**src/rtl/control_sequencer_if.sv**
```systemverilog
`default_nettype none
// ============================================================================
// Module   : control_sequencer_if
// Brief    : Opcode/flag inputs and control-word/step/halt outputs of the
//            CPU control sequencer, grouped for module-port use.
// Revision : 1.0 - initial release
// ============================================================================
interface control_sequencer_if #(
    parameter int STEP_W = 3
);
    logic [3:0]        opcode;
    logic              carry_flag;
    logic              zero_flag;
    logic [15:0]       ctrl;
    logic [STEP_W-1:0] step;
    logic              halted;

    modport master (
        input  opcode, carry_flag, zero_flag,
        output ctrl, step, halted
    );

    modport slave (
        output opcode, carry_flag, zero_flag,
        input  ctrl, step, halted
    );
endinterface
`default_nettype wire

```
**src/rtl/control_sequencer.sv**
```systemverilog
`default_nettype none
// ============================================================================
// Module   : control_sequencer
// Brief    : Microcoded T-state sequencer of the 8-bit CPU; decodes opcode,
//            step and latched flags into the 16-bit control word.
//            Optional EARLY_FETCH_EN: restart fetch after the last non-empty
//            step of each instruction instead of always running STEPS steps.
// Revision : 1.0 - initial release
// ============================================================================
module control_sequencer #(
    parameter int STEPS  = 5,
    parameter int STEP_W = 3
) (
    input  wire logic          clk,
    input  wire logic          bReset,
    control_sequencer_if.master bus
);

    localparam logic [15:0] c_HLT = 16'h8000;
    localparam logic [15:0] c_MI  = 16'h4000;
    localparam logic [15:0] c_RI  = 16'h2000;
    localparam logic [15:0] c_RO  = 16'h1000;
    localparam logic [15:0] c_IO  = 16'h0800;
    localparam logic [15:0] c_II  = 16'h0400;
    localparam logic [15:0] c_AI  = 16'h0200;
    localparam logic [15:0] c_AO  = 16'h0100;
    localparam logic [15:0] c_EO  = 16'h0080;
    localparam logic [15:0] c_SU  = 16'h0040;
    localparam logic [15:0] c_BI  = 16'h0020;
    localparam logic [15:0] c_OI  = 16'h0010;
    localparam logic [15:0] c_CE  = 16'h0008;
    localparam logic [15:0] c_CO  = 16'h0004;
    localparam logic [15:0] c_J   = 16'h0002;
    localparam logic [15:0] c_FI  = 16'h0001;

    localparam logic [3:0] c_OP_NOP = 4'b0000;
    localparam logic [3:0] c_OP_LDA = 4'b0001;
    localparam logic [3:0] c_OP_ADD = 4'b0010;
    localparam logic [3:0] c_OP_SUB = 4'b0011;
    localparam logic [3:0] c_OP_STA = 4'b0100;
    localparam logic [3:0] c_OP_LDI = 4'b0101;
    localparam logic [3:0] c_OP_JMP = 4'b0110;
    localparam logic [3:0] c_OP_JC  = 4'b0111;
    localparam logic [3:0] c_OP_JZ  = 4'b1000;
    localparam logic [3:0] c_OP_OUT = 4'b1110;
    localparam logic [3:0] c_OP_HLT = 4'b1111;

    localparam logic [STEP_W-1:0] c_T0   = STEP_W'(0);
    localparam logic [STEP_W-1:0] c_T1   = STEP_W'(1);
    localparam logic [STEP_W-1:0] c_T2   = STEP_W'(2);
    localparam logic [STEP_W-1:0] c_T3   = STEP_W'(3);
    localparam logic [STEP_W-1:0] c_T4   = STEP_W'(4);
    localparam logic [STEP_W-1:0] c_LAST = STEP_W'(STEPS - 1);

    logic [STEP_W-1:0] r_step;
    logic              r_halted;
    logic [15:0]       w_ctrl;
    logic              w_restart;

    // Reset forces step 0, so the fetch word CO|MI appears while reset is held.
    always_comb begin
        w_ctrl = '0;
        if (r_halted) begin
            w_ctrl = c_HLT;
        end else if (r_step == c_T0) begin
            w_ctrl = c_CO | c_MI;
        end else if (r_step == c_T1) begin
            w_ctrl = c_RO | c_II | c_CE;
        end else if (r_step == c_T2) begin
            case (bus.opcode)
                c_OP_LDA, c_OP_ADD,
                c_OP_SUB, c_OP_STA: w_ctrl = c_IO | c_MI;
                c_OP_LDI:           w_ctrl = c_IO | c_AI;
                c_OP_JMP:           w_ctrl = c_IO | c_J;
                c_OP_JC:            w_ctrl = c_IO | (bus.carry_flag ? c_J : 16'h0000);
                c_OP_JZ:            w_ctrl = c_IO | (bus.zero_flag  ? c_J : 16'h0000);
                c_OP_OUT:           w_ctrl = c_AO | c_OI;
                c_OP_HLT:           w_ctrl = c_HLT;
                default:            w_ctrl = '0;
            endcase
        end else if (r_step == c_T3) begin
            case (bus.opcode)
                c_OP_LDA:           w_ctrl = c_RO | c_AI;
                c_OP_ADD, c_OP_SUB: w_ctrl = c_RO | c_BI;
                c_OP_STA:           w_ctrl = c_AO | c_RI;
                default:            w_ctrl = '0;
            endcase
        end else if (r_step == c_T4) begin
            case (bus.opcode)
                c_OP_ADD: w_ctrl = c_EO | c_AI | c_FI;
                c_OP_SUB: w_ctrl = c_EO | c_AI | c_SU | c_FI;
                default:  w_ctrl = '0;
            endcase
        end
    end

`ifdef EARLY_FETCH_EN
    logic [STEP_W-1:0] w_last_step;

    // HLT never reaches its "last step" edge: the halt freezes the counter first.
    always_comb begin
        case (bus.opcode)
            c_OP_LDI, c_OP_JMP, c_OP_JC,
            c_OP_JZ, c_OP_OUT:            w_last_step = c_T2;
            c_OP_LDA, c_OP_STA:           w_last_step = c_T3;
            c_OP_ADD, c_OP_SUB:           w_last_step = c_T4;
            c_OP_HLT:                     w_last_step = c_LAST;
            default:                      w_last_step = c_T1;
        endcase
    end

    assign w_restart = (r_step == c_LAST) || (r_step == w_last_step);
`else
    assign w_restart = (r_step == c_LAST);
`endif

    always_ff @(posedge clk or posedge bReset) begin
        if (bReset) begin
            r_step   <= '0;
            r_halted <= 1'b0;
        end else if (!r_halted) begin
            if (w_ctrl[15]) begin
                r_halted <= 1'b1;
            end else if (w_restart) begin
                r_step <= '0;
            end else begin
                r_step <= r_step + STEP_W'(1);
            end
        end
    end

    assign bus.ctrl   = w_ctrl;
    assign bus.step   = r_step;
    assign bus.halted = r_halted;

endmodule
`default_nettype wire

```
**src/flat_wrapper.sv**
```systemverilog
// flat-port wrapper written by rule: the top's interface ports become plain ports
module control_sequencer_flat 
#(
    parameter int STEPS  = 5,
    parameter int STEP_W = 3
)
  (clk, bReset, bus_opcode, bus_carry_flag, bus_zero_flag, bus_ctrl, bus_step, bus_halted);
  control_sequencer_if #(.STEP_W(STEP_W)) bus_i ();
  input  wire logic clk;
  input  wire logic bReset;
  input wire logic [$bits(bus_i.opcode)-1:0] bus_opcode;
  input wire logic [$bits(bus_i.carry_flag)-1:0] bus_carry_flag;
  input wire logic [$bits(bus_i.zero_flag)-1:0] bus_zero_flag;
  output wire logic [$bits(bus_i.ctrl)-1:0] bus_ctrl;
  output wire logic [$bits(bus_i.step)-1:0] bus_step;
  output wire logic [$bits(bus_i.halted)-1:0] bus_halted;
  assign bus_i.opcode = bus_opcode;
  assign bus_i.carry_flag = bus_carry_flag;
  assign bus_i.zero_flag = bus_zero_flag;
  assign bus_ctrl = bus_i.ctrl;
  assign bus_step = bus_i.step;
  assign bus_halted = bus_i.halted;
  control_sequencer #(.STEPS(STEPS), .STEP_W(STEP_W)) u_core (.clk(clk), .bReset(bReset), .bus(bus_i));
endmodule
```
**config.mk**
```make
export PLATFORM = sky130hd
export DESIGN_NAME = control_sequencer_flat
export DESIGN_NICKNAME = d
export VERILOG_FILES = /design/src/rtl/control_sequencer_if.sv /design/src/rtl/control_sequencer.sv /design/src/flat_wrapper.sv
export SDC_FILE = /design/constraint.sdc
export NUM_CORES = 1
export LEC_CHECK = 0
export CORE_MARGIN = 2
export CORE_UTILIZATION = 30
export CTS_CLUSTER_DIAMETER = 50
export DETAILED_ROUTE_END_ITERATION = 16
export GPL_ROUTABILITY_DRIVEN = 0
export SLEW_MARGIN = 20
export SYNTH_ARGS = -nofsm -noshare
export SYNTH_HDL_FRONTEND = slang
export SYNTH_SLANG_ARGS = --single-unit
```
**constraint.sdc**
```tcl
create_clock -name clk -period 5.6 [get_ports clk]
set_clock_uncertainty 0.15 [all_clocks]
set_input_delay 0.84 -clock clk [delete_from_list [all_inputs] [get_ports clk]]
set_output_delay 0.84 -clock clk [all_outputs]
set_load 0.05 [all_outputs]
```
# Word level (Yosys, flattened, before mapping)
# Index checks and enable logic that the tools add are counted.
# Widths: inputs -> output; s select.
# totals
wordCells,37
register_bits,4
output_inout_bits,20
# op_classes
addsub,1
reduce_logical,4
n_mux,14
bitwise_logic,2
eq_ne,14
# ops
cell,count
$pmux 16 s7,1
$mux 16,6
$pmux 14 s3,1
$pmux 10 s2,1
$eq 4x3->1 const B,4
$eq 4x4->1 const B,3
$eq 4x2->1 const B,2
$eq 3x2->1 const B,2
$eq 4x1->1 const B,1
$mux 2,2
$reduce_or 4->1,1
$add 3x1->3 const B,1
$eq 3x1->1 const B,1
$eq 3x3->1 const B,1
$logic_not 3->1,1
$mux 3,1
$mux 1,2
$not 1->1,2
$reduce_and 2->1,1
$reduce_or 2->1,1

# Longest topological paths before layout
# depth
ltp_word,10
depth_mapped,7
depth_no_buf,6

# Worst setup path after synthesis
# No wires, ideal clock.
# synth_timing
path_kind,flip-flop to output port
from,register u_core.r_step[0] (netlist: u_core.bus.step[0])
to,output bus_ctrl[10]
n_path_buf,2
stages_incl_launch_ff,6
t_required_ns,4.610
arrival_ns,3.436
slack_ns,1.174
cell_sequence,dfrtp_1 > inv_1 > ha_1 > buf_2 > nor4b_1 > buf_4
# synth_between
elab_chain_len,6
word_cells_on_any_way,9
classes_between,3 x eq/ne; 5 x mux; 1 x reduce/logical
# synth_rtl
element,line_no,rtl
"start, declared",control_sequencer.sv:55,logic [STEP_W-1:0] r_step;
"start signal, assigned",control_sequencer.sv:127,r_step <= r_step + STEP_W'(1);
$eq 3x2->1,control_sequencer.sv:81,end else if (r_step == c_T3) begin
$mux 16,control_sequencer.sv:81,
$mux 16,control_sequencer.sv:69,end else if (r_step == c_T2) begin
$mux 16,control_sequencer.sv:67,end else if (r_step == c_T1) begin
$mux 16 *,control_sequencer.sv:65,end else if (r_step == c_T0) begin
$mux 16 *,control_sequencer.sv:63,if (r_halted) begin
"end, declared",flat_wrapper.sv:14,output wire logic [$bits(bus_i.ctrl)-1:0] bus_ctrl;
# Every way passes the cells marked *; elsewhere a longest branch is shown, timed or not.

# Worst setup path after layout
# layout_timing
from,input bus_opcode[2]
to,output bus_ctrl[15]
# layout_between
elab_chain_len,7
word_cells_on_any_way,16
classes_between,10 x eq/ne; 5 x mux; 1 x reduce/logical
# layout_rtl
element,line_no,rtl
"start, declared",flat_wrapper.sv:11,input wire logic [$bits(bus_i.opcode)-1:0] bus_opcode;
"$eq 4x1->1, or another cell as far along",control_sequencer.sv:70,case (bus.opcode)
$reduce_or 4->1,control_sequencer.sv:70,
$pmux 16 s7 *,control_sequencer.sv:70,
$mux 16 *,control_sequencer.sv:69,
$mux 16 *,control_sequencer.sv:67,
$mux 16 *,control_sequencer.sv:65,
$mux 16 *,control_sequencer.sv:63,
# Marks and branches as above.

==> parameters.txt <==
Parameter                              Value

Run status
  Result of the run    completed

Detailed routing
  Wire length on met1    about 750 um
  Via density per instance    4.727
  First-pass iteration count of the detailed router    4
  DRC viols    0
  Wire length on met3    between 60 and 70 um
  Sum of routed wire length over all layers    1533 um
  Total number of vias    605
  Sum of met2 wire segment lengths after detailed routing    719 um
  Detail Route Antenna Nets    0
  Number of DRC violations after detailed-routing iteration 0    16
  Highest routed metal layer    met3
  Avg WL per Cell    11.98 um

Worst setup path
  Setup Crit Path Kind    input port to primary output
  Startpoint of the most critical register-to-register path    u_core.bus.step[0]
  Worst setup slack for register-to-register paths    3.35 ns
  Cells along the critical path    clkdlybuf4s50_1 -> nand3_1 -> or4b_4 -> o21bai_4 -> clkdlybuf4s50_1
  CP Capture Type    primary output
  Most numerous cell on the critical path    sky130_fd_sc_hd__clkdlybuf4s50_1
  Path depth of the worst reg2reg path    6
  CP Data Required Time    ~4.6 ns
  Maximum fanout along the worst path    12
  Worst stage delay on the critical path    0.82 ns
  Kind of launch point of the worst setup path    input port
  Worst Path Arrival    3.22 ns
  Cell with the biggest individual delay on the critical path    sky130_fd_sc_hd__clkdlybuf4s50_1
  Critical R2R Capture    u_core.bus.step[1]

Synthesis
  Netlist Area Pre-Place    601.8 um2
  Synth unique cells    33
  Top post-synthesis cells by area    sky130_fd_sc_hd__dfrtp_1 17%, sky130_fd_sc_hd__ha_1 10%, sky130_fd_sc_hd__nor2_1 8.1%, sky130_fd_sc_hd__nor3_1 5.8%, sky130_fd_sc_hd__nor3b_1 3.7%
  Count of synthesis-stage warnings from yosys    0
  Most common flop cell mapped by yosys    sky130_fd_sc_hd__dfrtp_1
  Gate count of the mapped netlist    80
  Async set-reset flop share out of synthesis    100.0%
  Seq/Total Area, Yosys    between 15 and 20%
  Net Count, Synth    93
  Most area-hungry cell type in the Yosys netlist    sky130_fd_sc_hd__dfrtp_1
  Number of flops mapped to enable cells by yosys    0
  Share of the synthesized area in the top cell type    around 17%
  Mean instance size in the synthesized netlist    7.523 um2
  Number of flip-flops and latches in the synthesized netlist    4

Job
  Maximum Capacitance Violations    0

Hold path
  Worst min-delay path class    flip-flop to flip-flop
  Depth of the worst hold-timing path    1
  Origin of the worst min-delay path    u_core.bus.step[1]
  Endpoint of the worst hold-timing path    u_core.bus.step[1]

Power and ir drop
  Areal power density over the cells    555.0 nW/um2
  Peak VDD IR    0.3359 mV
  Reported leakage power    0.0003355 uW

Timing
  Transition at the pin with the smallest max-transition slack    0.5047 ns
  RSZ-0062 raised after global routing    false
  Slew Viols, Final    0
  Number of endpoints failing setup at the final stage    0
  Sum Neg Setup Slack    0 ns
  Upper clock frequency limit    237.3 MHz
  Final Cycle Share    75.25%
  Final Hold Vio Count    0
  Relative max-transition margin    66.25%
  Min Clock Period, post-route    4.214 ns

Global routing
  Vias in the first global route    586
  Antenna violations before repair    0
  Global-route wire length before repair    2580 um
  Total global routing track utilization    13.37%
  Largest net degree at the start of global routing    15
  Aggregate global routing overflow    0

Clock network
  Clock slew at the register clock pins of the worst setup and hold paths    roughly 0.040 ns
  Insertion delay of the later-clocked pin in the worst-skew pair    0.23 ns
  CTS tree    done
  Number of buffers between clock root and the deepest sink    2
  Number of clock sinks    4
  Number of buffers added for setup after CTS    0
  Clock root buffer    sky130_fd_sc_hd__clkbuf_4
  Number of buffers inserted during clock tree synthesis    3
  CTS hold repair buffers    0
  H-tree Lvls    1
  Post-cts repair resize count    0

Final layout
  Synthesis-to-finish area growth    45.74%
  Number of antenna diodes    0
  Total number of nets in the final design    116
  Post-Route Utilization    45.64%
  Area of all placed cells without fillers    877.1 um2
  Fraction of final layout cells sized beyond drive strength 1    under 10%

Floorplan
  Number of placed I/O pins    28
  Floorplan die area    between 2000 and 2500 um2
  DIE HEIGHT    between 40 and 50 um
  Count of standard-cell rows    16
  Floorplan core area    1922 um2
  DIE WIDTH    48.79 um
  Starting utilization of the core area    31.32%

Placed design
  Number of buffer cells added on primary ports    27
  Half-perimeter wire length after placement    ~1100 um
  Total placed instance area    854.6 um2
-- cell usage in the layout (no fill, tap or decap) --
cell type / Yosys / routed
sky130_fd_sc_hd__nor2_1: 13 / 13
sky130_fd_sc_hd__mux2i_1: 1 / 1
sky130_fd_sc_hd__nand2b_1: 1 / 1
sky130_fd_sc_hd__nand2_1: 3 / 3
sky130_fd_sc_hd__nor4_1: 1 / 1
sky130_fd_sc_hd__xor2_1: 1 / 1
sky130_fd_sc_hd__nand4b_1: 1 / 1
sky130_fd_sc_hd__nor3b_1: 3 / 3
sky130_fd_sc_hd__a211oi_1: 2 / 2
sky130_fd_sc_hd__a21oi_1: 4 / 4
sky130_fd_sc_hd__nand3_1: 3 / 3
sky130_fd_sc_hd__or3_1: 1 / 1
sky130_fd_sc_hd__xnor2_1: 1 / 1
sky130_fd_sc_hd__or4b_4: 1 / 1
sky130_fd_sc_hd__inv_1: 4 / 4
sky130_fd_sc_hd__o21ai_0: 1 / 1
sky130_fd_sc_hd__nor2b_1: 2 / 2
sky130_fd_sc_hd__ha_1: 5 / 5
sky130_fd_sc_hd__o311ai_0: 1 / 1
sky130_fd_sc_hd__clkdlybuf4s50_1: 0 / 27
sky130_fd_sc_hd__nand2b_4: 1 / 1
sky130_fd_sc_hd__o21bai_4: 1 / 1
sky130_fd_sc_hd__clkbuf_4: 0 / 3
sky130_fd_sc_hd__a31oi_1: 2 / 2
sky130_fd_sc_hd__mux2_4: 1 / 1
sky130_fd_sc_hd__o21bai_1: 2 / 2
sky130_fd_sc_hd__nor3_1: 7 / 7
sky130_fd_sc_hd__and2_1: 1 / 1
sky130_fd_sc_hd__dfrtp_1: 4 / 4
sky130_fd_sc_hd__mux2_2: 1 / 1
sky130_fd_sc_hd__nor4b_1: 2 / 2
-- logic make-up (layout without fill, tap and decap cells) --
kind of cell	Yosys count	after routing	share of synthesized area, %
AOI/OAI and AO/OA	13	13	15.80
xor gates and xnor gates	2	2	2.911
adders and majority gates	5	5	10.40
buffers and inverters	13	34	11.02
DFF	4	4	16.63
muxes	3	3	6.028
and+or+nand+nor	40	40	37.22
-- through the flow --
step / hold WS, ns / total power (uW) / setup slack (ns) / std cells
5_1_grt: 0.5096 / 523.3 / 1.273 / 128
6_report: 0.4661 / 486.8 / 1.386 / 128
3_3_place_gp: 0.4557 / 451.3 / 1.402 / 125
4_1_cts: 0.4719 / 491.6 / 1.365 / 128
2_1_floorplan: 0.4561 / 357.7 / 1.174 / 80
3_5_place_dp: 0.4558 / 450.9 / 1.387 / 125
-- layer usage --
| layer | up-vias | GRT usage [%] |
|---|---|---|
| li1 | 322 | - |
| met1 | 264 | 16.38 |
| met2 | 19 | 23.29 |
| met3 | 0 | 1.840 |
| met4 | 0 | 5.714 |
| met5 | - | 0 |
-- worst max-delay path, delay by kind of cell --
| family | cells | cell delay (ns) |
|---|---|---|
| compound gates | 1 | 0.16 |
| buf+inv | 2 | 1.51 |
| simple gates | 2 | 0.71 |
-- cell usage after synthesis (all sizes together) (2+ instances only) --
| library cell | n |
|---|---|
| nor2 | 13 |
| nor3 | 7 |
| buf | 5 |
| ha | 5 |
| a21oi | 4 |
| clkbuf | 4 |
| dfrtp | 4 |
| inv | 4 |
| nand2 | 3 |
| nand3 | 3 |
| nor3b | 3 |
| o21bai | 3 |
| a211oi | 2 |
| a31oi | 2 |
| mux2 | 2 |
| nand2b | 2 |
| nor2b | 2 |
| nor4b | 2 |
-- state kept, by name, indices dropped and copies added, names as in the netlist --
register           flops
u_core.bus.step        3
u_core.bus.halted      1
-- where the power goes --
part / switching (uW) / total (uW) / internal (uW)
logic: 229 / 368 / 140
registers: 37.8 / 82.6 / 44.8
clock network: 11.8 / 35.8 / 24.0
total: 278 / 487 / 208
-- cell type report --
class | instances | area [um2]
Tap cell | 27 | 33.78
Fill cell | 215 | 1045
Multi-Input combinational cell | 63 | 435.4
Clock buffer | 3 | 22.52
Timing Repair Buffer | 27 | 270.3
Inverter | 4 | 15.01
Sequential cell | 4 | 100.1
-- worst max-delay path by stage --
stage | startpoint | to | slack, ns
3_5_place_dp | bus_opcode[2] | bus_ctrl[15] | 1.39
3_3_place_gp | bus_opcode[2] | bus_ctrl[15] | 1.40
6_report | bus_opcode[2] | bus_ctrl[15] | 1.39
4_1_cts | bus_opcode[2] | bus_ctrl[15] | 1.37
5_1_grt | bus_opcode[2] | bus_ctrl[15] | 1.27
2_1_floorplan | u_core.bus.step[0] | bus_ctrl[10] | 1.17
Power figures use the tool's default switching activity.
